<file path="src/rtl/plab4_net_router_input_ctrl_sep_pkg.sv">
// Shared encodings for the ring router: output port indices, input-queue
// occupancy states and the ring route function.
package plab4_net_router_input_ctrl_sep_pkg;

  localparam logic [1:0] PORT_WEST = 2'd0;
  localparam logic [1:0] PORT_TERM = 2'd1;
  localparam logic [1:0] PORT_EAST = 2'd2;

  // Occupancy of the 2-entry input queue; the encoding equals the entry count.
  typedef enum logic [1:0] {
    Q_EMPTY = 2'd0,
    Q_ONE   = 2'd1,
    Q_FULL  = 2'd2
  } q_state_e;

  // num_routers is a power of two, so the mask implements the modular wrap.
  // A destination exactly half-way round the ring goes east.
  function automatic logic [1:0] route_port(input logic [31:0] dest,
                                            input logic [31:0] router_id,
                                            input logic [31:0] num_routers);
    logic [31:0] fwd;
    fwd = (dest + num_routers - router_id) & (num_routers - 32'd1);
    if (fwd == 32'd0)                   return PORT_TERM;
    else if (fwd <= (num_routers >> 1)) return PORT_EAST;
    else                                return PORT_WEST;
  endfunction

endpackage

</file>
<file path="src/rtl/plab4_net_RouteCompute.sv">
// Combinational ring route: destination and router id to output port index.
module plab4_net_RouteCompute
  import plab4_net_router_input_ctrl_sep_pkg::*;
#(
  parameter int p_num_routers = 4,
  parameter int c_dest_nbits  = $clog2(p_num_routers)
) (
  input  logic [c_dest_nbits-1:0] dest,
  input  logic [c_dest_nbits-1:0] router_id,
  output logic [1:0]              port
);

  always_comb begin
    port = route_port(32'(dest), 32'(router_id), 32'(p_num_routers));
  end

endmodule

</file>
<file path="src/rtl/plab4_net_router_input_ctrl_sep.sv">
// Router input-port controller: 2-entry {domain, msg} queue, route of the
// head message, one-hot per-output requests and dequeue on matching grant.
module plab4_net_router_input_ctrl_sep
  import plab4_net_router_input_ctrl_sep_pkg::*;
#(
  parameter int p_router_id   = 0,
  parameter int p_num_routers = 4,
  parameter int p_msg_nbits   = 44,
  parameter int p_dest_msb    = 43,
  parameter int p_dest_lsb    = 42
) (
  input  logic                   clk,
  input  logic                   reset,

  input  logic                   in_val,
  output logic                   in_rdy,
  input  logic [p_msg_nbits-1:0] in_msg,
  input  logic                   in_domain,

  output logic                   reqs_p0,
  output logic                   reqs_p1,
  output logic                   reqs_p2,
  output logic                   reqs_domain,

  input  logic                   grants_p0,
  input  logic                   grants_p1,
  input  logic                   grants_p2,

  output logic [p_msg_nbits-1:0] out_msg,
  output logic                   out_domain
);

  localparam int c_dest_nbits = $clog2(p_num_routers);

  q_state_e               state_q, state_n;
  logic                   head_q, tail_q;
  logic [p_msg_nbits-1:0] msg_q [2];
  logic                   dom_q [2];

  logic                   nonempty;
  logic                   enq, deq;
  logic [1:0]             head_port;

  assign nonempty = (state_q != Q_EMPTY);
  assign in_rdy   = !reset && (state_q != Q_FULL);
  assign enq      = in_val && in_rdy;

  plab4_net_RouteCompute #(
    .p_num_routers (p_num_routers),
    .c_dest_nbits  (c_dest_nbits)
  ) route_compute (
    .dest      (msg_q[head_q][p_dest_msb:p_dest_lsb]),
    .router_id (c_dest_nbits'(p_router_id)),
    .port      (head_port)
  );

  // Requests and head data come from registered state only; grants feed
  // nothing but the dequeue decision sampled at the next edge.
  always_comb begin
    reqs_p0     = nonempty && (head_port == PORT_WEST);
    reqs_p1     = nonempty && (head_port == PORT_TERM);
    reqs_p2     = nonempty && (head_port == PORT_EAST);
    out_msg     = nonempty ? msg_q[head_q] : '0;
    out_domain  = nonempty && dom_q[head_q];
    reqs_domain = out_domain;
    deq         = (reqs_p0 && grants_p0) || (reqs_p1 && grants_p1)
               || (reqs_p2 && grants_p2);
  end

  always_comb begin
    state_n = state_q;
    if (enq && !deq) begin
      state_n = (state_q == Q_EMPTY) ? Q_ONE : Q_FULL;
    end else if (deq && !enq) begin
      state_n = (state_q == Q_FULL) ? Q_ONE : Q_EMPTY;
    end
  end

  // NOTE: sequential state uses non-blocking assignments so every register
  // samples pre-edge values regardless of block ordering.
  always_ff @(posedge clk) begin
    if (reset) begin
      state_q <= Q_EMPTY;
      head_q  <= 1'b0;
      tail_q  <= 1'b0;
    end else begin
      state_q <= state_n;
      if (enq) tail_q <= ~tail_q;
      if (deq) head_q <= ~head_q;
    end
  end

  // NOTE: queue storage is deliberately not reset; every read of it is
  // qualified by the occupancy state, so stale contents are never visible.
  always_ff @(posedge clk) begin
    if (enq) begin
      msg_q[tail_q] <= in_msg;
      dom_q[tail_q] <= in_domain;
    end
  end

endmodule

</file>
<file path="config.mk">
export PLATFORM = sky130hd
export DESIGN_NAME = plab4_net_router_input_ctrl_sep
export DESIGN_NICKNAME = d
export VERILOG_FILES = /design/src/rtl/plab4_net_router_input_ctrl_sep_pkg.sv /design/src/rtl/plab4_net_RouteCompute.sv /design/src/rtl/plab4_net_router_input_ctrl_sep.sv
export SDC_FILE = /design/constraint.sdc
export NUM_CORES = 1
export LEC_CHECK = 0
export ABC_AREA = 0
export CAP_MARGIN = 20
export CORE_MARGIN = 2
export CORE_UTILIZATION = 50
export CTS_BUF_LIST = sky130_fd_sc_hd__clkbuf_16
export DETAILED_ROUTE_END_ITERATION = 16
export GPL_TIMING_DRIVEN = 0
export PLACE_DENSITY = 0.86
export SLEW_MARGIN = 20
export SYNTH_ARGS = -nofsm -noshare
export SYNTH_HDL_FRONTEND = slang
export SYNTH_SLANG_ARGS = --single-unit
</file>
<file path="constraint.sdc">
create_clock -name clk -period 7.1 [get_ports clk]
set_input_delay 1.42 -clock clk [delete_from_list [all_inputs] [get_ports clk]]
set_output_delay 1.42 -clock clk [all_outputs]
set_load 0.03 [all_outputs]
</file>
## Word level (Yosys, flattened, before mapping)

Memory sizes are Yosys's and may differ from the RTL's. A register that Yosys moved wholly into a read port is not among the register bits.
Cells that the tools add are included.

- $add $sub $neg: 1
- Magnitude comparators: 1
- Equal/unequal tests: 4
- Multiplexer cells: 13
- Bitwise operators: 2
- Reductions and logical operators: 21

Operators by type and width:

| operator | count |
|---|---|
| $mux W44 | 1 |
| $logic_not A32 Y1 | 1 |
| $logic_and A1 B1 Y1 | 11 |
| $mux W2 | 5 |
| $mux W1 | 7 |
| $eq A2 B2 Y1 const B | 2 |
| $logic_not A2 Y1 | 2 |
| $reduce_bool A2 Y1 | 2 |
| $logic_not A1 Y1 | 3 |
| $add A2 B1 Y2 const B | 1 |
| $eq A2 B1 Y1 const B | 1 |
| $le A2 B2 Y1 const B | 1 |
| $logic_or A1 B1 Y1 | 2 |
| $ne A2 B2 Y1 const B | 1 |
| $not A1 Y1 | 2 |

- Bits in registers: 4
- Bits in writable memories: 90
- Input bits: 51
- Output and inout port bits: 50
- Memories: 2

Memories:

| name | words | width | rd ports | clocked after memory_dff | wr ports | RTL line | source |
|---|---|---|---|---|---|---|---|
| msg_q | 2 | 44 | 1 | 1 | 1 | plab4_net_router_input_ctrl_sep.sv:37 | `logic [p_msg_nbits-1:0] msg_q [2];` |
| dom_q | 2 | 1 | 1 | 1 | 1 | plab4_net_router_input_ctrl_sep.sv:38 | `logic dom_q [2];` |

## Logic depth before layout (Yosys ltp)

- Depth after elaboration: 12
- Mapped depth: 10
- Depth with buffers taken out: 9

## Hierarchy

From an unflattened synthesis, not the netlist that was laid out.

- Cell total of the unflattened synthesis: 233
- Area, all modules: 3764.9 µm²

Modules (own cells, without submodules):

| module | instances | cells each | area each (µm²) |
|---|---|---|---|
| plab4_net_router_input_ctrl_sep | 1 | 229 | 3713.6 |
| plab4_net_RouteCompute | 1 | 4 | 51.3 |

## Worst setup path before layout

Ideal clock, no wire load.

- Path type: input-to-reg
- Start: input port reset
- End: memory dom_q[0] (enable)
- Data arrival time: 3.745 ns
- Required time: 6.647 ns
- Setup slack: 2.902 ns
- Cell stages on the path: 2
- Buffers on the path: 0
- Cell sequence: nor3b_2 -> nor2b_1

- Cells in the longest elaborated chain, start to end: 5

Ends and longest elaborated chain:

| element | RTL line | source |
|---|---|---|
| start, declared | plab4_net_router_input_ctrl_sep.sv:13 | `input logic reset,` |
| $logic_not A1 Y1 | plab4_net_router_input_ctrl_sep.sv:45 | `assign in_rdy = !reset && (state_q != Q_FULL);` |
| $logic_and A1 B1 Y1 | plab4_net_router_input_ctrl_sep.sv:45 |  |
| $logic_and A1 B1 Y1 | plab4_net_router_input_ctrl_sep.sv:46 | `assign enq = in_val && in_rdy;` |
| $mux W1 | plab4_net_router_input_ctrl_sep.sv:96 | `if (enq) begin` |
| $mux W1 (not written as such) | plab4_net_router_input_ctrl_sep.sv:98 | `dom_q[tail_q] <= in_domain;` |
| end, declared | plab4_net_router_input_ctrl_sep.sv:38 |  |

No other way between the ends.

## Worst setup path in the final report

- Start: input port reset
- End: output port in_rdy

- Cells in the longest elaborated chain, start to end: 2

Ends and longest elaborated chain:

| element | RTL line | source |
|---|---|---|
| $logic_not A1 Y1 | plab4_net_router_input_ctrl_sep.sv:45 |  |
| $logic_and A1 B1 Y1 | plab4_net_router_input_ctrl_sep.sv:45 |  |
| end, declared | plab4_net_router_input_ctrl_sep.sv:16 | `output logic in_rdy,` |

No other way between the ends.

==> results.yml <==
clocking:
  h-tree-depth: 3
  clock_latency_ns: 0.33
  cts_sinks: 95
  cts_resized: 0
  clk_pin_slew_ns: 0.06
  cts_tree: "yes"
  cts-root-buf: "clkbuf_16"
  post-cts-setup-buffers: 0
  cts_buffer_depth: 2
  cts_buffers: 9
  hold_buffers: 0
die:
  die_h_um: 90.1
  die_w_um: 90.1
  core_mm2: 0.00721
  dieArea_mm2: 0.00811
  initial_core_util: 0.513
  rows: 31
  pin_count: 101
placement:
  pre_cts_slack_ns: 2.84
  io_buffers: 100
  dp_cells: 427
  place_hpwl_um: 4690
  gp_congestion: 0.700
critical_path:
  setup.worst_path.end: "in_rdy"
  r2r_slack_ns: 4.34
  worstPathMaxFanout: 7
  worst_r2r_endpoint: "state_q[0]"
  start_kind: "input pin"
  r2r_cells: 8
  crit_path_end_kind: "primary output"
  critPathRequiredTime_ns: 5.68
  critPathLaunch: "reset"
  worstPathArrival_ns: 2.83
  crit_type: "input pin to primary output"
finish:
  final_layout_size_suffix_gt1_frac: 0.0901
  area_delta_synth_final_pct: 39.5
  most-common-layout-cells: "clkdlybuf4s50_1 (100), edfxtp_1 (90), nor2_1 (48)"
  antennaDiodeCount: 0
  layoutNonFillerInstCount: 443
  layout_commonest_cell: "clkdlybuf4s50_1"
  final_net_count: 393
global_route:
  grt_pass1_vias: 2228
  antenna_found_initial: 0
  grt_max_degree: 24
  grt_overflow: 0
  gr-usage-all-layers: 0.170
  grt_pass1_wl_um: 10500
power_and_ir_drop:
  pwr_density_cell_mw_per_mm2: 231
  leakagePower_nw: 1.68
  ir_drop_uv: 136
routing:
  vias_per_cell: 4.92
  vias: 2180
  drc_errors: 0
  ant_nets: 0
  routed_wl_um: 6620
  dr.first_iter.drc_count: 95
  first_pass_iters: 4
  wire_per_inst_um: 14.9
sta:
  worst_slew_pin_slew_ns: 0.743
  fin_crit_sh: 0.598
  finClkSkew_ns: 0.00362
  slew_viol_final: 0
  relSlewSlack: 0.503
  fin_crit_ns: 4.25
  max_freq_mhz: 236
  hold_ws_ns: 0.529
  tns_ns: 0
  rsz0062_at_grt: "no"
  finalSetupViolCount: 0
  hold_viol_final: 0
  worst_slack_ns: 2.85
logic_synthesis:
  synth_fp_nets: 280
  synth.avg_cell_area_um2: 16.4
  syn_inst: 226
  synth.largest_area_cell: "edfxtp_1"
  synth-seq-cells: 95
  synth_area_leaders: "edfxtp_1 (73%), mux2i_1 (12%), nor2_1 (4.9%)"
  netlist.area_leader.share: 0.730
  yosysWarningCount: 0
  syn_area_mm2: 0.00370
  yosysSeqAreaShare: 0.757
  ys_types: 23
worst_hold_path:
  min_path_type: "flop to flop"
status:
  status: "finished, final reports clean"
run:
  cap_violations: 0
[kinds of logic after synthesis]
group,Yosys count,share of synthesized area
flip-flops,95,0.757
AO/OA/AOI/OAI,6,0.00946
XOR/XNOR,1,0.00237
adder cells (fa/ha/maj),3,0.0101
AND/OR/NAND/NOR,61,0.0713
multiplexers,46,0.124
buffers and inverters,14,0.0257
[critical path, cell delays in order]
cell,delay [ns]
clkdlybuf4s50_1,0.54
nor2_1,0.18
clkdlybuf4s50_1,0.68
[cell usage after synthesis, drive strengths merged]
cell / instances
nor2b: 5
a222oi: 1
nand2b: 1
or2: 1
xnor2: 1
a21oi: 4
inv: 3
nor3: 1
clkbuf: 1
nor2: 48
edfxtp: 90
o21ai: 1
dfxtp: 5
mux2i: 46
and2: 1
or3: 2
ha: 3
buf: 10
nor3b: 1
nand2: 1
[registers in the layout (all words and copies together), names as in the netlist, named ones only]
register / cells
state_q: 2
msg_q: 88
head_q: 1
dom_q: 2
tail_q: 1
[where the power goes]
part	total (mW)	switching (mW)	leakage [nW]	internal [mW]
sequential	0.645	0.00611	0.867	0.638
combinational	0.113	0.0563	0.675	0.0563
clock	0.433	0.196	0.135	0.238
[cell type report]
class | count | area (um2)
buffer | 11 | 83.8
clock buffer | 9 | 225
clock inverter | 7 | 47.5
fill | 492 | 2050
inverter | 3 | 11.3
multi-input combinational | 117 | 815
sequential | 95 | 2800
tap | 99 | 124
timing repair buffer | 102 | 1060
[metal layers]
| metal | GRT usage | vias up | share of wire | wire length [um] |
|---|---|---|---|---|
| met5 | 0 | - | 0 | 0 |
| met4 | 0.0692 | 0 | 0.018 | 117 |
| met3 | 0.0394 | 10 | 0.040 | 267 |
| met2 | 0.303 | 73 | 0.52 | 3470 |
| met1 | 0.197 | 1040 | 0.42 | 2770 |
| li1 | - | 1057 | - | - |
[per-stage QoR]
stage / utilization / cell area (um2) / total power [mW]
floorplan: - / 3700 / 0.709
global placement: 0.669 / 4830 / 0.763
detailed placement: 0.678 / 4890 / 0.770
CTS: 0.716 / 5160 / 1.20
global route: 0.716 / 5160 / 1.23
finish: 0.716 / 5160 / 1.19
[how the worst min path moves through the flow]
stage               startpoint     end  cells past startpoint
floorplan               tail_q  tail_q                      1
finish                  head_q    flop                      2
CTS                     head_q    flop                      2
global route            head_q  head_q                      2
detailed placement      head_q    flop                      2
global placement        tail_q  tail_q                      1
(Power assumes the default switching activity.)
